<file path="config.mk">
export PLATFORM = sky130hd
export DESIGN_NAME = pipe_hazard_ctrl
export DESIGN_NICKNAME = d
export VERILOG_FILES = /design/src/rtl/pipe_hazard_ctrl_pkg.sv /design/src/rtl/pipe_hazard_ctrl_ld_use_cmp.sv /design/src/rtl/pipe_hazard_ctrl.sv
export SDC_FILE = /design/constraint.sdc
export NUM_CORES = 1
export LEC_CHECK = 0
export BUFFER_PORTS_ARGS = -buffer_cell sky130_fd_sc_hd__buf_2
export CORE_AREA = 5 5 59 61
export CTS_BUF_LIST = sky130_fd_sc_hd__clkbuf_4 sky130_fd_sc_hd__clkbuf_8
export CTS_CLUSTER_DIAMETER = 50
export DETAILED_ROUTE_END_ITERATION = 16
export DIE_AREA = 0 0 64 66
export HOLD_SLACK_MARGIN = 0.12
export PLACE_DENSITY = 0.52
export SLEW_MARGIN = 20
export SYNTH_ARGS = -nofsm -noshare
export SYNTH_HDL_FRONTEND = slang
export SYNTH_SLANG_ARGS = --single-unit
</file>
<file path="constraint.sdc">
create_clock -name clk -period 1.55 [get_ports clk]
set_input_delay 0.155 -clock clk [delete_from_list [all_inputs] [get_ports clk]]
set_output_delay 0.155 -clock clk [all_outputs]
set_load 0.01 [all_outputs]
</file>
<file path="src/rtl/pipe_hazard_ctrl_pkg.sv">
// Shared types and constants for the 5-stage pipeline hazard sequencer
// and the helpers built around it.
package pipe_pkg;

  typedef enum logic [1:0] {
    RUN   = 2'd0,
    MDIV  = 2'd1,
    DRAIN = 2'd2
  } state_e;

  localparam int STAGE_IF  = 0;
  localparam int STAGE_ID  = 1;
  localparam int STAGE_EX  = 2;
  localparam int STAGE_MEM = 3;
  localparam int STAGE_WB  = 4;

  localparam int REGW_DEF = 5;

endpackage

</file>
<file path="src/rtl/pipe_hazard_ctrl_ld_use_cmp.sv">
// Combinational load-use comparator: flags an ID instruction that reads the
// register a valid EX load is about to write. x0 never hazards.
module ld_use_cmp
  import pipe_pkg::*;
#(
  parameter int REGW = REGW_DEF
) (
  input  logic [REGW-1:0] rs1,
  input  logic [REGW-1:0] rs2,
  input  logic            use_rs1,
  input  logic            use_rs2,
  input  logic [REGW-1:0] rd,
  input  logic            ex_load,
  input  logic            ex_valid,
  input  logic            id_valid,
  output logic            hazard
);

  logic rd_live;
  logic src_match;

  assign rd_live   = ex_valid & ex_load & (rd != '0);
  assign src_match = (use_rs1 & (rs1 == rd)) | (use_rs2 & (rs2 == rd));
  assign hazard    = rd_live & id_valid & src_match;

endmodule

</file>
<file path="src/rtl/pipe_hazard_ctrl.sv">
// Stall/flush sequencer for the IF/ID/EX/MEM/WB pipeline: tracks stage valid
// bits, inserts load-use bubbles, holds EX for mul/div and drains on a trap.
module pipe_hazard_ctrl
  import pipe_pkg::*;
#(
  parameter int MULDIV_LAT = 4,
  parameter int REGW       = REGW_DEF
) (
  input  logic            clk,
  input  logic            rstn,
  input  logic            fetch_valid,
  input  logic [REGW-1:0] id_rs1,
  input  logic [REGW-1:0] id_rs2,
  input  logic            id_use_rs1,
  input  logic            id_use_rs2,
  input  logic [REGW-1:0] ex_rd,
  input  logic            ex_load,
  input  logic            ex_muldiv,
  input  logic            br_taken,
  input  logic            trap,
  output logic            en_ifid,
  output logic            en_idex,
  output logic            en_exmem,
  output logic            en_memwb,
  output logic            v_id,
  output logic            v_ex,
  output logic            v_mem,
  output logic            v_wb,
  output logic            redirect,
  output logic            trap_done,
  output logic            busy
);

  localparam int CNTW = $clog2(MULDIV_LAT);
  localparam logic [CNTW-1:0] CNT_LOAD = CNTW'(MULDIV_LAT - 1);
  localparam logic [CNTW-1:0] CNT_ONE  = CNTW'(1);

  state_e                   state;
  logic [CNTW-1:0]          cnt;
  logic [STAGE_WB:STAGE_ID] vld;
  logic [STAGE_WB:STAGE_ID] vld_nxt;

  logic hazard;
  logic trap_ev;
  logic md_ev;
  logic br_ev;
  logic lu_ev;
  logic md_done;
  logic advance;
  logic drained;

  ld_use_cmp #(.REGW(REGW)) u_ld_use (
    .rs1      (id_rs1),
    .rs2      (id_rs2),
    .use_rs1  (id_use_rs1),
    .use_rs2  (id_use_rs2),
    .rd       (ex_rd),
    .ex_load  (ex_load),
    .ex_valid (vld[STAGE_EX]),
    .id_valid (vld[STAGE_ID]),
    .hazard   (hazard)
  );

  assign drained = ~vld[STAGE_MEM] & ~vld[STAGE_WB];

  // Event decode, strictly prioritised trap > muldiv > branch > load-use.
  always_comb begin
    trap_ev = 1'b0;
    md_ev   = 1'b0;
    br_ev   = 1'b0;
    lu_ev   = 1'b0;
    md_done = 1'b0;
    case (state)
      RUN: begin
        trap_ev = vld[STAGE_EX] & trap;
        md_ev   = vld[STAGE_EX] & ex_muldiv & ~trap_ev;
        br_ev   = vld[STAGE_EX] & br_taken & ~trap_ev & ~md_ev;
        lu_ev   = hazard & ~trap_ev & ~md_ev & ~br_ev;
      end
      MDIV: begin
        trap_ev = vld[STAGE_EX] & trap;
        md_done = (cnt == '0) & ~trap_ev;
      end
      default: begin
      end
    endcase
  end

  assign advance = ((state == RUN) & ~trap_ev & ~md_ev & ~br_ev & ~lu_ev) | md_done;

  always_comb begin
    en_ifid  = 1'b1;
    en_idex  = 1'b1;
    en_exmem = 1'b1;
    en_memwb = 1'b1;
    case (state)
      RUN: begin
        if (trap_ev | md_ev) begin
          en_ifid = 1'b0;
          en_idex = 1'b0;
        end else if (lu_ev) begin
          en_ifid = 1'b0;
        end
      end
      MDIV: begin
        if (!md_done) begin
          en_ifid = 1'b0;
          en_idex = 1'b0;
        end
      end
      default: begin
        en_ifid = 1'b0;
        en_idex = 1'b0;
      end
    endcase
  end

  // WB always inherits MEM; the younger stages depend on which event won.
  always_comb begin
    vld_nxt           = vld;
    vld_nxt[STAGE_WB] = vld[STAGE_MEM];
    if (advance) begin
      vld_nxt[STAGE_MEM] = vld[STAGE_EX];
      vld_nxt[STAGE_EX]  = vld[STAGE_ID];
      vld_nxt[STAGE_ID]  = fetch_valid;
    end else if (trap_ev || state == DRAIN) begin
      vld_nxt[STAGE_MEM] = 1'b0;
      vld_nxt[STAGE_EX]  = 1'b0;
      vld_nxt[STAGE_ID]  = 1'b0;
    end else if (br_ev) begin
      vld_nxt[STAGE_MEM] = vld[STAGE_EX];
      vld_nxt[STAGE_EX]  = 1'b0;
      vld_nxt[STAGE_ID]  = 1'b0;
    end else if (lu_ev) begin
      vld_nxt[STAGE_MEM] = vld[STAGE_EX];
      vld_nxt[STAGE_EX]  = 1'b0;
    end else begin
      vld_nxt[STAGE_MEM] = 1'b0;
    end
  end

  always_ff @(posedge clk or negedge rstn) begin
    if (!rstn) begin
      state     <= RUN;
      cnt       <= '0;
      vld       <= '0;
      redirect  <= 1'b0;
      trap_done <= 1'b0;
    end else begin
      vld       <= vld_nxt;
      redirect  <= br_ev;
      trap_done <= (state == DRAIN) & drained;
      case (state)
        RUN: begin
          if (trap_ev) begin
            state <= DRAIN;
            cnt   <= '0;
          end else if (md_ev) begin
            state <= MDIV;
            cnt   <= CNT_LOAD;
          end
        end
        MDIV: begin
          if (trap_ev) begin
            state <= DRAIN;
            cnt   <= '0;
          end else if (md_done) begin
            state <= RUN;
          end else begin
            cnt <= cnt - CNT_ONE;
          end
        end
        DRAIN: begin
          if (drained) begin
            state <= RUN;
          end
        end
        default: begin
          state <= RUN;
          cnt   <= '0;
        end
      endcase
    end
  end

  assign v_id  = vld[STAGE_ID];
  assign v_ex  = vld[STAGE_EX];
  assign v_mem = vld[STAGE_MEM];
  assign v_wb  = vld[STAGE_WB];
  assign busy  = (state != RUN);

endmodule

</file>
# Word level (Yosys, flattened, before mapping)

Index checks and enable logic that the tools add are counted.

Register bits after elaboration: 10
Bits of input ports: 24
Output and inout port bits: 11
Word-level logic and storage cells: 89

$add $sub $neg: 1
Eq/ne operators: 8
Mux-type cells: 28
Bitwise logic cells: 35
Reduce and logical (&&, ||, !) cells: 10

Operators by type and width:

| kind                                                 | count |
|---|---|
| AND 1 bit                                            | 22 |
| two-way mux 2 bit                                    | 10 |
| two-way mux 1 bit                                    | 12 |
| one-hot mux 2 bit (3 select lines)                   | 2 |
| equality test 5 bit                                  | 2 |
| inverter 1 bit                                       | 10 |
| != test 3 bit (second input constant)                | 3 |
| two-way mux 3 bit                                    | 2 |
| AND reduction 3 bit                                  | 2 |
| nonzero test 5 bit                                   | 1 |
| zero test 2 bit                                      | 2 |
| one-hot mux 1 bit (2 select lines)                   | 2 |
| nonzero test 4 bit                                   | 1 |
| OR 1 bit                                             | 3 |
| nonzero test 3 bit                                   | 1 |
| equality test 2 x 1 -> 1 bit (second input constant) | 1 |
| equality test 2 bit (second input constant)          | 1 |
| != test 2 bit (second input constant)                | 1 |
| nonzero test 2 bit                                   | 1 |
| OR reduction 2 bit                                   | 1 |
| subtractor 2 x 1 -> 2 bit (second input constant)    | 1 |
| logical OR 1 bit                                     | 1 |

# Depth between registers and ports, before layout

Gate-level depths: netlist of the first run.

Depth after elaboration: 12
Depth in mapped cells: 7
Mapped depth without buffers: 7

# Cells and area by module

From an unflattened synthesis of the first run, not the netlist that was laid out.

Cell total of the unflattened synthesis: 75
Area, all modules: 726.9 um^2

Modules (own cells, without submodules):

| module           | times used | cells an instance | area each (um^2) | seq. area each (um^2) |
|---|---|---|---|---|
| pipe_hazard_ctrl | 1          | 58                | 595.6            | 250.2 |
| ld_use_cmp       | 1          | 17                | 131.4            | 0.0 |

# Least setup slack after synthesis of the first run

No wires, ideal clock.

Kind: register to register
Start: register state[0]
End: register vld[1] (netlist bit)
Setup time: 0.128 ns
Arrival: 1.382 ns
Data required time: 1.422 ns
Path slack: 0.040 ns
Cell stages (with the launch flop): 5
Path buffers: 1
Period minus slack after synthesis: 1.510 ns
Cell sequence: dfrtp_1 > clkbuf_1 > or2_1 > o31ai_2 > mux2_1

Cells in the longest elaborated chain, start to end: 10
Elaborated cells on any way between the ends: 22
Those cells by class: eq/ne (2); mux (7); bitwise (9); reduce/logical (4)

RTL lines:

| item                                                                     | RTL line                                       | RTL |
|---|---|---|
| from (decl)                                                              | pipe_hazard_ctrl.sv:38                         | `state_e state;` |
| from (signal assigned)                                                   | pipe_hazard_ctrl.sv:144                        | `state <= RUN;` |
| from (signal assigned)                                                   | pipe_hazard_ctrl.sv:156                        | `state <= DRAIN;` |
| from (signal assigned)                                                   | pipe_hazard_ctrl.sv:159                        | `state <= MDIV;` |
| equality test 2 x 1 -> 1 bit / zero test 2 bit (equally long branches)   | pipe_hazard_ctrl.sv:73, pipe_hazard_ctrl.sv:89 |  |
| OR reduction 2 bit (no line)                                             | --                                             |  |
| two-way mux 1 bit                                                        | --                                             |  |
| inverter 1 bit                                                           | pipe_hazard_ctrl.sv:89                         | `assign advance = ((state == RUN) & ~trap_ev & ~md_ev & ~br_ev & ~lu_ev) \| md_done;` |
| AND 1 bit (4 in a row)                                                   | pipe_hazard_ctrl.sv:89                         |  |
| OR 1 bit                                                                 | pipe_hazard_ctrl.sv:89                         |  |
| nonzero test 3 bit (no line) / two-way mux 3 bit (equally long branches) | --                                             |  |
| to (signal assigned)                                                     | pipe_hazard_ctrl.sv:150                        | `vld <= vld_nxt;` |
| to (decl)                                                                | pipe_hazard_ctrl.sv:40                         | `logic [STAGE_WB:STAGE_ID] vld;` |

Several ways; a longest one is shown, not always the timed one.
A chain may end at the register's enable or synchronous reset.

# Worst setup path in the final report of the first run

Start: register vld[1] (netlist bit)
End: output en_ifid

Cells in the longest elaborated chain, start to end: 9

RTL lines:

| item                               | RTL line                          | RTL |
|---|---|---|
| AND 1 bit (2 in a row)             | pipe_hazard_ctrl_ld_use_cmp.sv:24 | `assign hazard = rd_live & id_valid & src_match;` |
| AND 1 bit (3 in a row)             | pipe_hazard_ctrl.sv:78            | `lu_ev = hazard & ~trap_ev & ~md_ev & ~br_ev;` |
| two-way mux 1 bit                  | pipe_hazard_ctrl.sv:73            | `case (state)` |
| two-way mux 1 bit                  | pipe_hazard_ctrl.sv:101           | `end else if (lu_ev) begin` |
| two-way mux 1 bit                  | pipe_hazard_ctrl.sv:98            | `if (trap_ev \| md_ev) begin` |
| one-hot mux 1 bit (2 select lines) | pipe_hazard_ctrl.sv:96            | `case (state)` |
| to (decl)                          | pipe_hazard_ctrl.sv:21            | `output logic en_ifid,` |

Every way passes these cells.

==> flow_summary.json, run 1 <==
{
  "outcome": "complete, but fails checks",
  "failed_checks": "setup timing",
  "crit_type": "reg2out",
  "period_share_pct": 102,
  "cp_cell_sequence": "nand4b_1 > nor3_2 > o21ai_2 > a311oi_2 > nor2_1 > buf_2",
  "worstPathMaxFanout": 2,
  "p_sw_mw": 0.686,
  "gp_congestion": 0.857,
  "hold_path_end": "redirect",
  "antenna_found_initial": 0,
  "track_usage_pct": 9.85,
  "setup_slack_ns": -0.0282,
  "vias": 727,
  "crit_required_ns": 1.39,
  "power_frac_seq_pct": 27.1,
  "syn_area_um2": 679,
  "crit_path_start_kind": "flip-flop",
  "cts_root_buf": "clkbuf_4",
  "drv_slew": 0,
  "total_power_mw": 1.71,
  "setup_violations": 1,
  "core-area_um2": 2930,
  "grt_setup_unrepaired": "true",
  "ant_nets": 0,
  "power.share.switching_pct": 40.0,
  "hp-class": "in2reg",
  "seq_area_um2": 251,
  "drt-initial-drc-count": 47,
  "fmaxAchievable_mhz": 634,
  "grt_overflow": 0,
  "dp_cells": 151,
  "fin_nets": 153,
  "p_comb_share_pct": 59.1,
  "r2r-end": "vld[1]",
  "power_density_nw_per_um2": 1610,
  "post-place-ws_ns": -0.0692,
  "cts_tree": "yes",
  "worst_ep_arrival_time_ns": 1.42,
  "drtPass1Iterations": 4,
  "finalCriticalPeriod_ns": 1.58,
  "htreeDepth": 1,
  "drv_cap": 0,
  "synthTopCellsByCount": "dfrtp_1, xor2_1, a21oi_1, nand2_1, inv_1",
  "grt_pass1_vias": 729,
  "placed_cell_area_um2": 941,
  "diodes": 0,
  "holdWs_ns": 0.208,
  "synth_top_area_cell": "dfrtp_1",
  "synthFlopType": "dfrtp_1",
  "dp_hpwl_um": 1600,
  "hold_viol_final": 0,
  "clockBufferDepth": 2,
  "grt_max_degree": 11,
  "final_cell_area_um2": 1060,
  "power_frac_clock_pct": 13.8,
  "synth_most_common_cell": "dfrtp_1",
  "wl_per_cell_um": 12.4,
  "netlist.area_leader.share_pct": 36.8,
  "area_growth_pct": 56.7,
  "multi_input_area_um2": 435,
  "fp.dieH_um": 66,
  "initial_core_util_pct": 23.2,
  "ys_warn_count": 0,
  "numCtsBuffers": 3,
  "synth-edff-count": 0,
  "ys_seq_area_share_pct": 36.8,
  "insertion_delay_ns": 0.27,
  "fp.dieArea_um2": 4220,
  "tns_ns": -0.0282,
  "layout-drive-gt1-share_pct": 48.8,
  "fill_cells": 318,
  "min_from": "trap",
  "reg2reg_from": "vld[1]",
  "async_flop_share_pct": 100,
  "cp_slowest_stage_delay_ns": 0.36,
  "ir_drop_v": 0.000680,
  "cp_slowest_cell": "dfrtp_1",
  "end_kind": "output pin",
  "io_pins": 35,
  "grt_pass1_wl_um": 3260,
  "synth.area.top_cells": "dfrtp_1, xor2_1, a21oi_1, nand2_1, inv_1",
  "leakagePower_nw": 0.517,
  "ys_types": 33,
  "finalCoreUtilization_pct": 36.4,
  "totalWireLength_um": 1980,
  "rrSetupSlack_ns": 0.01,
  "hold_depth": 3,
  "drcViolationCount": 0,
  "syn_avg_cell_area_um2": 8.71,
  "synth-seq-cells": 10,
  "io_buffers": 32,
  "finalNonFillerCells": 160,
  "postSynthCellCount": 78,
  "intPower_mw": 1.03,
  "clkTransAtPathRegs_ns": 0.07,
  "viasPerCell": 4.54,
  "cts.sinks": 10,
  "skew_ns": 0.00889,
  "r2r_cells": 6,
  "rows": 20,
  "die_w_um": 64
}
[layout make-up]
class	count	share of cell area, %
Multi-Input combinational cell	60	40.9
Timing Repair Buffer	47	26.1
Sequential cell	10	23.6
Tap cell	33	3.88
Clock buffer	4	3.41
Inverter	6	2.12
[what timing repair did]
action | 4_1_cts | 5_1_grt
pin swaps | 6 | 2
setup endpoints to repair | 4 | 5
buffers inserted | 3 | 0
gates resized for setup | 8 | 4
hold buffers | 2 | 0
endpoints found under the hold margin | 11 | 0
[cell families (layout without fill, tap and decap cells)]
group	Yosys count	count (layout)	share of synthesized area (%)
simple gates	27	27	21.5
xor+xnor	10	10	12.9
other cells	1	2	0.552
mux	1	1	1.66
flops	10	10	36.8
buf+inv	9	57	6.08
compound gates	19	19	18.6
fa+ha+maj	1	1	1.84
[worst max-delay path by stage]
stage | end | slack [ns] | from | cells after the start
CTS | en_ifid | -0.11 | vld[1] | 6
floorplan | vld[1] | 0.04 | state[0] | 4
global placement | vld[1] | -0.05 | ex_rd[4] | 6
global route | en_ifid | -0.11 | vld[1] | 6
detailed placement | vld[1] | -0.07 | ex_rd[3] | 6
finish | en_ifid | -0.03 | vld[1] | 6
[power groups by stage]
stage,logic (mW),clock network [mW],registers [mW]
5_1_grt,1.14,0.255,0.479
2_1_floorplan,0.468,0,0.459
3_5_place_dp,0.897,0,0.449
3_3_place_gp,0.889,0,0.446
4_1_cts,0.992,0.243,0.458
6_report,1.01,0.236,0.464
[registers in the layout (all words and copies together) (netlist names)]
name and cells:
trap_done 1, redirect 1, vld 4, cnt 2, state 2
[cell usage in the layout (no fill, tap or decap), drive strengths merged]
| cell | Yosys | final |
|---|---|---|
| nand2 | 7 | 7 |
| nor4 | 3 | 3 |
| nand2b | 2 | 2 |
| nor2b | 1 | 1 |
| nand3 | 1 | 1 |
| o31ai | 1 | 1 |
| o31a | 1 | 1 |
| or4 | 1 | 1 |
| ha | 1 | 1 |
| a311oi | 1 | 1 |
| conb | 1 | 2 |
| dfrtp | 10 | 10 |
| and2 | 3 | 3 |
| dlygate4sd3 | 0 | 2 |
| o22ai | 1 | 1 |
| or2 | 1 | 1 |
| a21oi | 7 | 7 |
| buf | 2 | 45 |
| clkbuf | 1 | 4 |
| nor3 | 3 | 3 |
| a21o | 1 | 1 |
| xor2 | 8 | 8 |
| nor2 | 4 | 4 |
| mux2 | 1 | 1 |
| o21ba | 1 | 1 |
| o21ai | 5 | 5 |
| a32oi | 1 | 1 |
| nand4b | 1 | 1 |
| xnor2 | 2 | 2 |
| inv | 6 | 6 |
[layer usage]
layer	wire, um	GRT usage [%]	up-vias
li1	-	-	368
met4	7	3.12	0
met1	862	12.5	323
met2	936	16.2	34
met5	0	0	-
met3	169	2.55	2
[worst max-delay path: cells and delay by family, from the launching register on]
| kind | cells | cell delay (ns) |
|---|---|---|
| DFF | 1 | 0.36 |
| and+or+nand+nor | 3 | 0.38 |
| buffers and inverters | 1 | 0.14 |
| AOI/OAI and AO/OA | 2 | 0.29 |
(Power assumes the default switching activity.)
==> run 2, diff against run 1 <==
==> constraint.sdc (replaced) <==
create_clock -name clk -period 1.25 [get_ports clk]
set_input_delay 0.125 -clock clk [delete_from_list [all_inputs] [get_ports clk]]
set_output_delay 0.125 -clock clk [all_outputs]
set_load 0.01 [all_outputs]
==> run 2 against run 1 <==
The flow still finishes with violations (setup timing). Global-route usage up 0.76 points. Cell area rose by 12%. Via count rose by 4.0%. Largest power group unchanged.
==> flow_summary.json, run 2 (synthesis results as in run 1) <==
{
  "drtPass1Iterations": 4,
  "fp.dieArea_um2": 4220,
  "cp_slowest_cell": "dfrtp_2",
  "cts_root_buf": "clkbuf_4",
  "grt_pass1_vias": 853,
  "worstPathMaxFanout": 3,
  "core-area_um2": 2930,
  "antenna_found_initial": 0,
  "setup_slack_ns": -0.331,
  "rrSetupSlack_ns": -0.26,
  "clockBufferDepth": 2,
  "track_usage_pct": 10.6,
  "hold_viol_final": 0,
  "cp_cell_sequence": "nand4b_1 > nor3_2 > o21ai_2 > a311oi_2 > nor2_2 > buf_2",
  "crit_path_start_kind": "flip-flop",
  "finalNonFillerCells": 171,
  "drv_slew": 0,
  "layout_common_cells": "buf_2, buf_4, xor2_1, dfrtp_1, nand2_1",
  "outcome": "complete, but fails checks",
  "final_common_cell": "buf_2",
  "holdWs_ns": 0.175,
  "hp-class": "in2reg",
  "tns_ns": -1.49,
  "fill_cells": 297,
  "rows": 20,
  "worst_ep_arrival_time_ns": 1.46,
  "io_pins": 35,
  "crit_required_ns": 1.12,
  "period_share_pct": 126,
  "viasPerCell": 4.42,
  "end_kind": "output pin",
  "wl_per_cell_um": 12.2,
  "reg.largest.list": "vld x4, cnt x2, state x2",
  "gp_congestion": 0.790,
  "initial_core_util_pct": 23.2,
  "seq_area_um2": 253,
  "largest_register": "vld",
  "total_power_mw": 2.58,
  "drt-initial-drc-count": 4,
  "diodes": 0,
  "ant_nets": 0,
  "fin_nets": 164,
  "clkTransAtPathRegs_ns": 0.07,
  "grt_pass1_wl_um": 3550,
  "placed_cell_area_um2": 1020,
  "final_cell_area_um2": 1200,
  "largest_reg_flops": 4,
  "die_w_um": 64,
  "grt_overflow": 0,
  "dp_hpwl_um": 1670,
  "skew_ns": 0.000691,
  "finalCriticalPeriod_ns": 1.58,
  "numCtsBuffers": 3,
  "power_density_nw_per_um2": 2160,
  "htreeDepth": 1,
  "cts.sinks": 10,
  "cp_slowest_stage_delay_ns": 0.36,
  "grt_setup_unrepaired": "true",
  "dp_cells": 160,
  "grt_max_degree": 11,
  "crit_type": "reg2out",
  "io_buffers": 32,
  "area_growth_pct": 76.1,
  "fp.dieH_um": 66,
  "insertion_delay_ns": 0.27,
  "drv_cap": 0,
  "setup_violations": 8,
  "cts_tree": "yes",
  "fmaxAchievable_mhz": 632,
  "totalWireLength_um": 2080,
  "layout-drive-gt1-share_pct": 60.1,
  "vias": 756,
  "ir_drop_v": 0.00106,
  "drcViolationCount": 0,
  "leakagePower_nw": 0.583,
  "multi_input_area_um2": 463,
  "failed_checks": "setup timing"
}
[run 2: worst paths after layout]
check                            to  startpoint  depth (start not counted)
max                         en_ifid      vld[2]                          6
min                        redirect        trap                          3
max reg2reg                  vld[1]      cnt[0]                          8
min reg2reg                  vld[4]      vld[3]                          0
max in group asynchronous  state[0]        rstn                          2
min in group asynchronous  redirect        rstn                          2
[run 2: metrics by stage]
step	worst slack [ns]	utilization, %
5_1_grt	-0.438	40.9
2_1_floorplan	-0.193	-
6_report	-0.331	40.9
3_3_place_gp	-0.291	35.0
3_5_place_dp	-0.345	35.0
4_1_cts	-0.377	38.8
[run 2: routing by layer]
layer | up-vias | global-route usage, % | routed length [um]
met5 | - | 0 | 0
met4 | 0 | 3.38 | 7
met3 | 2 | 4.25 | 199
met2 | 33 | 18.0 | 994
met1 | 338 | 12.1 | 879
li1 | 383 | - | -
[run 2: cell type report]
| cell class | instances | area share (%) |
|---|---|---|
| clock buffers | 4 | 3.03 |
| inverters | 6 | 1.88 |
| multi-input cells | 60 | 38.7 |
| flip-flops and latches | 10 | 21.1 |
| well taps | 33 | 3.45 |
| repair buffers | 58 | 31.8 |
[run 2: report_power, final]
part | internal (mW) | leakage, nW | switching, mW
combinational | 0.979 | 0.436 | 0.762
clock | 0.177 | 0.0210 | 0.114
sequential | 0.455 | 0.125 | 0.0977
[run 2: worst max-delay path: cells and delay by family, from the launching register on]
family,cells,cell delay [ns]
AO/OA/AOI/OAI,2,0.32
buffers and inverters,1,0.14
flip-flops,1,0.36
AND/OR/NAND/NOR,3,0.36
[run 2: repair_timing]
item,4_1_cts,5_1_grt
gates resized for setup,12,10
setup buffers,3,2
hold endpoints to repair,11,0
pin swaps,3,5
setup endpoints to repair,9,9
hold buffers,2,0
==> run 3, diff against run 2 <==
--- a/config.mk
+++ b/config.mk
@@ -12,7 +12,7 @@
 export DETAILED_ROUTE_END_ITERATION = 16
 export DIE_AREA = 0 0 64 66
 export HOLD_SLACK_MARGIN = 0.12
-export PLACE_DENSITY = 0.52
+export PLACE_DENSITY = 0.5
 export SLEW_MARGIN = 20
 export SYNTH_ARGS = -nofsm -noshare
 export SYNTH_HDL_FRONTEND = slang
==> constraint.sdc (replaced) <==
create_clock -name clk -period 1.72 [get_ports clk]
set_input_delay 0.172 -clock clk [delete_from_list [all_inputs] [get_ports clk]]
set_output_delay 0.172 -clock clk [all_outputs]
set_load 0.01 [all_outputs]
==> run 3 against run 2 <==
The run now ends clean. Sequential power down 24%. Critical path type is now reg2reg. Global-route usage down 0.83 points. Non-clock buffer count down 18. Combinational power down 52%.
==> flow_summary.json, run 3 (synthesis results as in run 1) <==
{
  "outcome": "finished clean",
  "dp_cells": 143,
  "final_common_cell": "buf_2",
  "area_growth_pct": 45.5,
  "fill_cells": 313,
  "finalCoreUtilization_pct": 33.8,
  "hold_viol_final": 0,
  "worstPathMaxFanout": 5,
  "initial_core_util_pct": 23.2,
  "skew_ns": 0.00143,
  "tns_ns": 0,
  "hp-class": "in2reg",
  "clkTransAtPathRegs_ns": 0.06,
  "io_pins": 35,
  "crit_required_ns": 1.89,
  "drv_cap": 0,
  "io_buffers": 32,
  "fp.dieArea_um2": 4220,
  "worst_ep_arrival_time_ns": 1.83,
  "power_density_nw_per_um2": 1440,
  "crit_type": "reg2reg",
  "reg.largest.list": "vld x4, cnt x2, state x2",
  "cts.sinks": 10,
  "end_kind": "flip-flop",
  "insertion_delay_ns": 0.27,
  "gp_congestion": 0.782,
  "largest_reg_flops": 4,
  "clockBufferDepth": 2,
  "grt_setup_unrepaired": "true",
  "largest_register": "vld",
  "seq_area_um2": 251,
  "finalCriticalPeriod_ns": 1.66,
  "totalWireLength_um": 1970,
  "multi_input_area_um2": 428,
  "setup_slack_ns": 0.0574,
  "leakagePower_nw": 0.479,
  "post-place-ws_ns": 0.0866,
  "grt_pass1_vias": 766,
  "ant_nets": 0,
  "drt-initial-drc-count": 8,
  "crit_path_start_kind": "flip-flop",
  "die_w_um": 64,
  "layout_common_cells": "buf_2, dfrtp_1, xor2_1",
  "dp_hpwl_um": 1510,
  "setup_violations": 0,
  "rows": 20,
  "period_share_pct": 96.7,
  "cts_root_buf": "clkbuf_4",
  "fp.dieH_um": 66,
  "ir_drop_v": 0.000635,
  "fin_nets": 146,
  "grt_max_degree": 11,
  "viasPerCell": 4.67,
  "track_usage_pct": 9.78,
  "htreeDepth": 1,
  "grt_pass1_wl_um": 3280,
  "numCtsBuffers": 3,
  "wl_per_cell_um": 13.0,
  "grt_overflow": 0,
  "diodes": 0,
  "drv_slew": 0,
  "cts_tree": "yes",
  "finalNonFillerCells": 152,
  "core-area_um2": 2930,
  "layout-drive-gt1-share_pct": 45.4,
  "vias": 710,
  "antenna_found_initial": 0,
  "drcViolationCount": 0,
  "fmaxAchievable_mhz": 601,
  "drtPass1Iterations": 3,
  "total_power_mw": 1.42
}
run 3: worst paths after layout:
kind / start / to / slack [ns] / cells after the start
worst max register to register: cnt[1] / cnt[1] / 0.06 / 9
worst min-delay path: fetch_valid / vld[1] / 0.12 / 2
min in group asynchronous: rstn / redirect / 0.29 / 2
worst max-delay path: cnt[1] / cnt[1] / 0.06 / 9
max in group asynchronous: rstn / state[0] / 1.22 / 2
worst min register to register: vld[3] / vld[4] / 0.42 / 0
run 3: through the flow:
stage               cell area (um2)  hold slack, ns
CTS                             946           0.130
global placement                881          0.0479
global route                    988           0.120
finish                          988           0.124
floorplan                       683          -0.124
detailed placement              881          0.0488
run 3: cell type report:
class	count	share of cell area (%)
Multi-Input combinational cell	60	43.3
Sequential cell	10	25.4
Timing Repair Buffer	40	22.5
Tap cell	33	4.18
Clock buffer	3	2.28
Inverter	6	2.28
run 3: routing by layer:
metal | part of all wire (%) | global-route usage [%] | vias to the layer above
met5 | 0 | 0 | -
met4 | 2.0 | 3.12 | 0
met3 | 9.1 | 3.74 | 4
met2 | 51 | 17.5 | 29
met1 | 38 | 10.5 | 327
li1 | - | - | 350
run 3: what timing repair did:
item / 4_1_cts / 5_1_grt
setup endpoints to repair: 2 / 2
resized for setup: 4 / 6
buffers inserted: 2 / 3
pin swaps: 2 / 4
hold endpoints to repair: 10 / 0
hold buffers: 1 / 0
run 3: power breakdown:
| part | total, mW | internal [mW] | switching, mW |
|---|---|---|---|
| clock | 0.164 | 0.0812 | 0.0829 |
| sequential | 0.418 | 0.329 | 0.0896 |
| combinational | 0.840 | 0.404 | 0.436 |
| total | 1.42 | 0.814 | 0.609 |
run 3: worst max-delay path: stages, from the launching register on:
cell and delay (ns):
dfrtp_1 0.36, inv_1 0.08, ha_2 0.21, inv_2 0.05, a21oi_4 0.17, nand2_2 0.10, buf_4 0.14, buf_4 0.14
and2_1 0.14, a21o_1 0.15
